[config.mk]
export PLATFORM = sky130hd
export DESIGN_NAME = mem_arbiter_flat
export DESIGN_NICKNAME = d
export VERILOG_FILES = /design/src/rtl/mem_arbiter_if.sv /design/src/rtl/mem_arbiter.sv /design/src/flat_wrapper.sv
export SDC_FILE = /design/constraint.sdc
export NUM_CORES = 1
export LEC_CHECK = 0
export ABC_AREA = 1
export CORE_UTILIZATION = 44
export DETAILED_ROUTE_END_ITERATION = 12
export HOLD_SLACK_MARGIN = 0.03
export PLACE_DENSITY = 0.88
export SLEW_MARGIN = 20
export SYNTH_ARGS = -nofsm -noshare
export SYNTH_HDL_FRONTEND = slang
export SYNTH_SLANG_ARGS = --single-unit
[constraint.sdc]
create_clock -name clk -period 2.75 [get_ports clk]
set_input_delay 0.55 -clock clk [delete_from_list [all_inputs] [get_ports clk]]
set_output_delay 0.55 -clock clk [all_outputs]
set_load 0.01 [all_outputs]
[src/rtl/mem_arbiter_if.sv]
// mem_arbiter_if: fetch port, data port and single-port RAM signals of mem_arbiter.
// The arbiter uses the slave modport; the requesters/RAM side uses master.
interface mem_arbiter_if;
    logic        if_req;
    logic [31:0] if_addr;
    logic        if_ready;
    logic [31:0] if_rdata;
    logic        mem_req;
    logic [3:0]  mem_mode;
    logic [31:0] mem_addr;
    logic [31:0] mem_wdata;
    logic        mem_ready;
    logic [31:0] mem_rdata;
    logic        mem_align_err;
    logic [3:0]  ram_mode;
    logic [31:0] ram_addr;
    logic [31:0] ram_wdata;
    logic [31:0] ram_rdata;

    modport slave (
        input  if_req, if_addr, mem_req, mem_mode, mem_addr, mem_wdata, ram_rdata,
        output if_ready, if_rdata, mem_ready, mem_rdata, mem_align_err, ram_mode, ram_addr, ram_wdata
    );

    modport master (
        output if_req, if_addr, mem_req, mem_mode, mem_addr, mem_wdata, ram_rdata,
        input  if_ready, if_rdata, mem_ready, mem_rdata, mem_align_err, ram_mode, ram_addr, ram_wdata
    );
endinterface

[src/rtl/mem_arbiter.sv]
// mem_arbiter: shares one single-port RAM between instruction fetch and data access, data first.
// Define MEM_ALIGN_CHECK_EN to reject misaligned data accesses before they reach the RAM.
module mem_arbiter #(
    parameter int unsigned WAIT_CYCLES = 0
) (
    input logic          clk,
    input logic          rst_n,
    mem_arbiter_if.slave bus
);
    localparam logic [3:0] IO_NOP = 4'd0, IO_LW = 4'd5, IO_SB = 4'd6, IO_SH = 4'd7, IO_SW = 4'd8;
    localparam logic [3:0] WAIT_LD = 4'(WAIT_CYCLES);

    typedef enum logic [1:0] {IDLE, ACC_IF, ACC_MEM} state_t;

    state_t      r_state, w_state;
    logic [3:0]  r_cnt, w_cnt, r_mode, w_mode;
    logic [31:0] r_addr, w_addr, r_wdata, w_wdata;
    logic [31:0] r_if_rdata, w_if_rdata, r_mem_rdata, w_mem_rdata;
    logic        r_if_ready, w_if_ready, r_mem_ready, w_mem_ready, r_align_err, w_align_err;
    logic        w_reject, w_store;

`ifdef MEM_ALIGN_CHECK_EN
    localparam logic [3:0] IO_LH = 4'd3, IO_LHU = 4'd4;
    assign w_reject = ((bus.mem_mode == IO_LW || bus.mem_mode == IO_SW) && bus.mem_addr[1:0] != 2'b00) ||
                      ((bus.mem_mode == IO_LH || bus.mem_mode == IO_LHU || bus.mem_mode == IO_SH) && bus.mem_addr[0]);
`else
    assign w_reject = 1'b0;
`endif

    assign w_store = (r_mode == IO_SB) || (r_mode == IO_SH) || (r_mode == IO_SW);

    // Requester inputs are only looked at in IDLE; the access itself runs from the latched copy.
    always_comb begin
        w_state     = r_state;
        w_cnt       = r_cnt;
        w_mode      = r_mode;
        w_addr      = r_addr;
        w_wdata     = r_wdata;
        w_if_ready  = 1'b0;
        w_if_rdata  = r_if_rdata;
        w_mem_ready = 1'b0;
        w_mem_rdata = r_mem_rdata;
        w_align_err = 1'b0;
        case (r_state)
            IDLE: begin
                if (bus.mem_req && w_reject) begin
                    w_mem_ready = 1'b1;
                    w_align_err = 1'b1;
                    w_mem_rdata = '0;
                end else if (bus.mem_req) begin
                    w_state = ACC_MEM;
                    w_cnt   = WAIT_LD;
                    w_mode  = bus.mem_mode;
                    w_addr  = bus.mem_addr;
                    w_wdata = bus.mem_wdata;
                end else if (bus.if_req) begin
                    w_state = ACC_IF;
                    w_cnt   = WAIT_LD;
                    w_mode  = IO_LW;
                    w_addr  = bus.if_addr;
                end
            end
            ACC_IF: begin
                if (r_cnt != 4'd0) begin
                    w_cnt = r_cnt - 4'd1;
                end else begin
                    w_if_rdata = bus.ram_rdata;
                    w_if_ready = 1'b1;
                    w_state    = IDLE;
                end
            end
            ACC_MEM: begin
                if (r_cnt != 4'd0) begin
                    w_cnt = r_cnt - 4'd1;
                end else begin
                    w_mem_rdata = w_store ? '0 : bus.ram_rdata;
                    w_mem_ready = 1'b1;
                    w_state     = IDLE;
                end
            end
            default: w_state = IDLE;
        endcase
    end

    always_ff @(posedge clk) begin
        if (!rst_n) begin
            r_state     <= IDLE;
            r_cnt       <= '0;
            r_mode      <= IO_NOP;
            r_addr      <= '0;
            r_wdata     <= '0;
            r_if_ready  <= 1'b0;
            r_if_rdata  <= '0;
            r_mem_ready <= 1'b0;
            r_mem_rdata <= '0;
            r_align_err <= 1'b0;
        end else begin
            r_state     <= w_state;
            r_cnt       <= w_cnt;
            r_mode      <= w_mode;
            r_addr      <= w_addr;
            r_wdata     <= w_wdata;
            r_if_ready  <= w_if_ready;
            r_if_rdata  <= w_if_rdata;
            r_mem_ready <= w_mem_ready;
            r_mem_rdata <= w_mem_rdata;
            r_align_err <= w_align_err;
        end
    end

    assign bus.ram_mode      = (r_state == IDLE) ? IO_NOP : r_mode;
    assign bus.ram_addr      = r_addr;
    assign bus.ram_wdata     = r_wdata;
    assign bus.if_ready      = r_if_ready;
    assign bus.if_rdata      = r_if_rdata;
    assign bus.mem_ready     = r_mem_ready;
    assign bus.mem_rdata     = r_mem_rdata;
    assign bus.mem_align_err = r_align_err;
endmodule

[src/flat_wrapper.sv]
// flat-port wrapper written by rule: the top's interface ports become plain ports
module mem_arbiter_flat 
#(
    parameter int unsigned WAIT_CYCLES = 0
)
  (clk, rst_n, bus_if_req, bus_if_addr, bus_mem_req, bus_mem_mode, bus_mem_addr, bus_mem_wdata, bus_ram_rdata, bus_if_ready, bus_if_rdata, bus_mem_ready, bus_mem_rdata, bus_mem_align_err, bus_ram_mode, bus_ram_addr, bus_ram_wdata);
  mem_arbiter_if bus_i ();
  input logic clk;
  input logic rst_n;
  input wire logic [$bits(bus_i.if_req)-1:0] bus_if_req;
  input wire logic [$bits(bus_i.if_addr)-1:0] bus_if_addr;
  input wire logic [$bits(bus_i.mem_req)-1:0] bus_mem_req;
  input wire logic [$bits(bus_i.mem_mode)-1:0] bus_mem_mode;
  input wire logic [$bits(bus_i.mem_addr)-1:0] bus_mem_addr;
  input wire logic [$bits(bus_i.mem_wdata)-1:0] bus_mem_wdata;
  input wire logic [$bits(bus_i.ram_rdata)-1:0] bus_ram_rdata;
  output wire logic [$bits(bus_i.if_ready)-1:0] bus_if_ready;
  output wire logic [$bits(bus_i.if_rdata)-1:0] bus_if_rdata;
  output wire logic [$bits(bus_i.mem_ready)-1:0] bus_mem_ready;
  output wire logic [$bits(bus_i.mem_rdata)-1:0] bus_mem_rdata;
  output wire logic [$bits(bus_i.mem_align_err)-1:0] bus_mem_align_err;
  output wire logic [$bits(bus_i.ram_mode)-1:0] bus_ram_mode;
  output wire logic [$bits(bus_i.ram_addr)-1:0] bus_ram_addr;
  output wire logic [$bits(bus_i.ram_wdata)-1:0] bus_ram_wdata;
  assign bus_i.if_req = bus_if_req;
  assign bus_i.if_addr = bus_if_addr;
  assign bus_i.mem_req = bus_mem_req;
  assign bus_i.mem_mode = bus_mem_mode;
  assign bus_i.mem_addr = bus_mem_addr;
  assign bus_i.mem_wdata = bus_mem_wdata;
  assign bus_i.ram_rdata = bus_ram_rdata;
  assign bus_if_ready = bus_i.if_ready;
  assign bus_if_rdata = bus_i.if_rdata;
  assign bus_mem_ready = bus_i.mem_ready;
  assign bus_mem_rdata = bus_i.mem_rdata;
  assign bus_mem_align_err = bus_i.mem_align_err;
  assign bus_ram_mode = bus_i.ram_mode;
  assign bus_ram_addr = bus_i.ram_addr;
  assign bus_ram_wdata = bus_i.ram_wdata;
  mem_arbiter #(.WAIT_CYCLES(WAIT_CYCLES)) u_core (.clk(clk), .rst_n(rst_n), .bus(bus_i));
endmodule
==> impl_metrics.xml <==
<?xml version="1.0" encoding="UTF-8"?>
<metrics>
  <group name="status">
    <metric name="status" unit="">finished, final reports clean</metric>
  </group>
  <group name="power_and_ir_drop">
    <metric name="internal-power" unit="mW">5.16</metric>
    <metric name="irDropWorstVdd" unit="mV">0.504</metric>
    <metric name="power.combinational.fraction" unit="">0.377</metric>
    <metric name="sequentialPowerShare" unit="">0.351</metric>
    <metric name="leakagePower" unit="nW">3.79</metric>
    <metric name="power.net_switching" unit="mW">2.63</metric>
    <metric name="power.switching_fraction" unit="">0.338</metric>
    <metric name="power.share.clock" unit="">0.272</metric>
    <metric name="pwr_density_cell" unit="nW/um^2">865</metric>
  </group>
  <group name="finish">
    <metric name="antennaDiodeCount" unit="">0</metric>
    <metric name="final_cell_mix" unit="">sky130_fd_sc_hd__clkdlybuf4s50_1, sky130_fd_sc_hd__nor2_1, sky130_fd_sc_hd__nand2_1, sky130_fd_sc_hd__dfxtp_1, sky130_fd_sc_hd__nand3_1</metric>
    <metric name="finish.cell_count_without_fillers" unit="">1230</metric>
    <metric name="drive_gt1_frac" unit="">0.0454</metric>
    <metric name="areaGrowthSynthToFinish" unit="%">57.4</metric>
    <metric name="fin_nets" unit="">1187</metric>
    <metric name="layout_commonest_cell" unit="">sky130_fd_sc_hd__clkdlybuf4s50_1</metric>
  </group>
  <group name="routing">
    <metric name="detail_route.iter0.violations" unit="">527</metric>
    <metric name="via_count_of_the_routed_design" unit="">6083</metric>
    <metric name="routed_met1_length" unit="mm">6.52</metric>
    <metric name="routedWlPerCell" unit="microns">13.9</metric>
    <metric name="post_drt_via_cell_ratio" unit="">4.95</metric>
    <metric name="remaining_drc_errors" unit="">0</metric>
    <metric name="wl" unit="mm">17.1</metric>
    <metric name="drt.antenna.violating_nets" unit="">0</metric>
    <metric name="met2RoutedLength" unit="mm">8.72</metric>
    <metric name="met3_length" unit="mm">1.42</metric>
    <metric name="dr.max_layer_used" unit="">met4</metric>
    <metric name="number_of_detailed_routing_iterations_run_before_antenna_repair" unit="">5</metric>
  </group>
  <group name="clock_tree">
    <metric name="cts.repair_timing.setup_buffer_count" unit="">0</metric>
    <metric name="clk_latency" unit="ps">410</metric>
    <metric name="cts_buffers" unit="">17</metric>
    <metric name="cts.reportedPaths.clkPinSlew" unit="ps">50</metric>
    <metric name="cts.sink_count" unit="">140</metric>
    <metric name="clk_path_buf_depth" unit="">2</metric>
    <metric name="cts_root_buffer" unit="">sky130_fd_sc_hd__clkbuf_16</metric>
    <metric name="tritoncts" unit="">built</metric>
    <metric name="cts-hold-fix-buffers" unit="">0</metric>
    <metric name="h-tree-depth" unit="">4</metric>
    <metric name="cts_repair_resized_insts" unit="">0</metric>
  </group>
  <group name="grt">
    <metric name="number_of_global_route_vias_before_repair" unit="">5432</metric>
    <metric name="groute.usage.overall" unit="">0.254</metric>
    <metric name="antenna_found_initial" unit="">0</metric>
    <metric name="grt_overflow" unit="">0</metric>
    <metric name="wire_length_of_the_first_global_routing_pass" unit="mm">26.3</metric>
    <metric name="maximum_number_of_pins_on_one_net_before_global_route_repair" unit="">72</metric>
  </group>
  <group name="die">
    <metric name="die_footprint" unit="sq um">13500</metric>
    <metric name="die_width" unit="microns">116</metric>
    <metric name="pin_count" unit="">271</metric>
    <metric name="fp-row-count" unit="">41</metric>
    <metric name="fp.coreArea" unit="sq um">12700</metric>
    <metric name="initial_utilization" unit="">0.451</metric>
    <metric name="die-height" unit="microns">116</metric>
  </group>
  <group name="setup_path">
    <metric name="cp.required" unit="ps">2200</metric>
    <metric name="reg2reg_slack" unit="ps">850</metric>
    <metric name="timing.critical_path.from_type" unit="">flop</metric>
    <metric name="worstSetupEndpointType" unit="">output pin</metric>
    <metric name="worst_setup_path_startpoint" unit="">u_core.r_state[0]</metric>
    <metric name="crit-reg2reg-launch" unit="">u_core.r_cnt[0]</metric>
    <metric name="arrival" unit="ps">1900</metric>
    <metric name="ff2ff_path_depth" unit="">9</metric>
    <metric name="setup.worst_path.class" unit="">reg -&gt; out</metric>
    <metric name="worst-path-max-fanout" unit="">8</metric>
  </group>
  <group name="worst_hold_path">
    <metric name="worstHoldPathType" unit="">reg -&gt; reg</metric>
    <metric name="cell_depth_of_the_worst_hold_path" unit="">2</metric>
    <metric name="worstHoldStart" unit="">u_core.bus.if_rdata[13]</metric>
  </group>
  <group name="synth">
    <metric name="postSynthCellCount" unit="">804</metric>
    <metric name="synth.avg_cell_area" unit="sq um">7.11</metric>
    <metric name="synth-seq-cells" unit="">140</metric>
    <metric name="synthesis.area" unit="sq um">5720</metric>
    <metric name="seq_area_frac_synth" unit="">0.490</metric>
    <metric name="yosysUniqueCellTypes" unit="">18</metric>
    <metric name="synth_nets" unit="">945</metric>
    <metric name="ys_warn_count" unit="">0</metric>
  </group>
  <group name="timing">
    <metric name="tightest_slew" unit="ps">932</metric>
    <metric name="final_hold_violations" unit="">0</metric>
    <metric name="timing.final.crit_period" unit="ps">2450</metric>
    <metric name="setup_viol" unit="">0</metric>
    <metric name="setup_total_negative_slack" unit="ps">0</metric>
    <metric name="slew_headroom" unit="">0.378</metric>
    <metric name="drv_slew" unit="">0</metric>
    <metric name="rsz0062_at_grt" unit="">no</metric>
    <metric name="timing.final.crit_share" unit="">0.891</metric>
    <metric name="finClkSkew" unit="ps">5.74</metric>
    <metric name="maxClockFrequency" unit="MHz">408</metric>
  </group>
  <group name="placed_design">
    <metric name="placed_cells" unit="">1199</metric>
    <metric name="dp.final_hpwl" unit="mm">11.8</metric>
    <metric name="port-buffer-count" unit="">269</metric>
    <metric name="last_weighted_congestion_value_of_the_routability_driven_placer" unit="">0.831</metric>
  </group>
  <group name="flow_run">
    <metric name="max_cap_violations" unit="">0</metric>
  </group>
</metrics>
## sequential cells by signal, summed over array words and instances, names as in the netlist
signal and flops:
u_core.bus.if_rdata 32, u_core.bus.if_ready 1, u_core.bus.mem_rdata 32, u_core.bus.mem_ready 1, u_core.bus.ram_addr 32, u_core.bus.ram_wdata 32, u_core.r_cnt 4, u_core.r_mode 4
u_core.r_state 2
## power by group through the flow
stage / Combinational (mW) / Clock (mW) / Sequential [mW]
6_report: 2.93 / 2.12 / 2.74
3_5_place_dp: 2.92 / 0 / 2.77
5_1_grt: 3.23 / 2.24 / 2.78
4_1_cts: 2.95 / 2.15 / 2.74
3_3_place_gp: 2.87 / 0 / 2.76
2_1_floorplan: 1.41 / 0 / 2.93
## critical path: stages, from the launching register on
cell                              delay [ps]
sky130_fd_sc_hd__dfxtp_1                 350
sky130_fd_sc_hd__inv_1                    90
sky130_fd_sc_hd__ha_1                    320
sky130_fd_sc_hd__nor2_1                  160
sky130_fd_sc_hd__clkdlybuf4s50_1         580
## metal layers
metal / vias to the layer above / track usage
li1: 3042 / -
met1: 2748 / 0.284
met2: 259 / 0.441
met3: 34 / 0.0774
met4: 0 / 0.120
met5: - / 0
## per-stage QoR
step	setup WS, ps	hold WS (ps)	area, sq um	util	power, mW
global placement	655	447	8460	0.668	5.63
CTS	260	460	9000	0.711	7.84
detailed placement	560	451	8460	0.668	5.69
global route	126	469	9000	0.711	8.26
finish	298	459	9000	0.711	7.79
floorplan	1220	439	5720	-	4.33
## layout make-up
cell class              count  area [sq um]
clock buffers              23           478
clock inverters             8          67.6
fillers                  1012          3670
inverters                  52           195
multi-input cells         552          2430
flip-flops and latches    140          2800
well taps                 172           215
repair buffers            283          2820
## cells in the mapped netlist
master / number / share of area
sky130_fd_sc_hd__buf_2: 18 / 0.016
sky130_fd_sc_hd__a31oi_1: 32 / 0.035
sky130_fd_sc_hd__clkbuf_1: 33 / 0.022
sky130_fd_sc_hd__inv_1: 49 / 0.032
sky130_fd_sc_hd__nand3_1: 70 / 0.061
sky130_fd_sc_hd__buf_6: 6 / 0.012
sky130_fd_sc_hd__clkinv_1: 2 / 0.0013
sky130_fd_sc_hd__buf_4: 2 / 0.0026
sky130_fd_sc_hd__nand2_1: 157 / 0.10
sky130_fd_sc_hd__ha_1: 5 / 0.011
sky130_fd_sc_hd__a21oi_1: 39 / 0.034
sky130_fd_sc_hd__conb_1: 1 / 0.00066
sky130_fd_sc_hd__buf_1: 1 / 0.00066
sky130_fd_sc_hd__o21ai_0: 67 / 0.059
sky130_fd_sc_hd__inv_2: 1 / 0.00066
sky130_fd_sc_hd__nor2_2: 2 / 0.0022
sky130_fd_sc_hd__nor2_1: 179 / 0.12
sky130_fd_sc_hd__dfxtp_1: 140 / 0.49
## logic make-up (layout without fill, tap and decap cells)
| kind of cell | Yosys count | after routing | share of synthesized area |
|---|---|---|---|
| adder cells (fa/ha/maj) | 5 | 5 | 0.0109 |
| flip-flops | 140 | 140 | 0.490 |
| other | 1 | 1 | 0.000656 |
| buffers and inverters | 112 | 366 | 0.0866 |
| AND/OR/NAND/NOR | 408 | 408 | 0.284 |
| AO/OA/AOI/OAI | 138 | 138 | 0.128 |
## final timing paths
path,endpoint
max,bus_ram_mode[0]
min reg2reg,u_core.bus.if_rdata[13]
max reg2reg,u_core.bus.if_rdata[11]
min,u_core.bus.if_rdata[13]
Power figures use the tool's default switching activity.
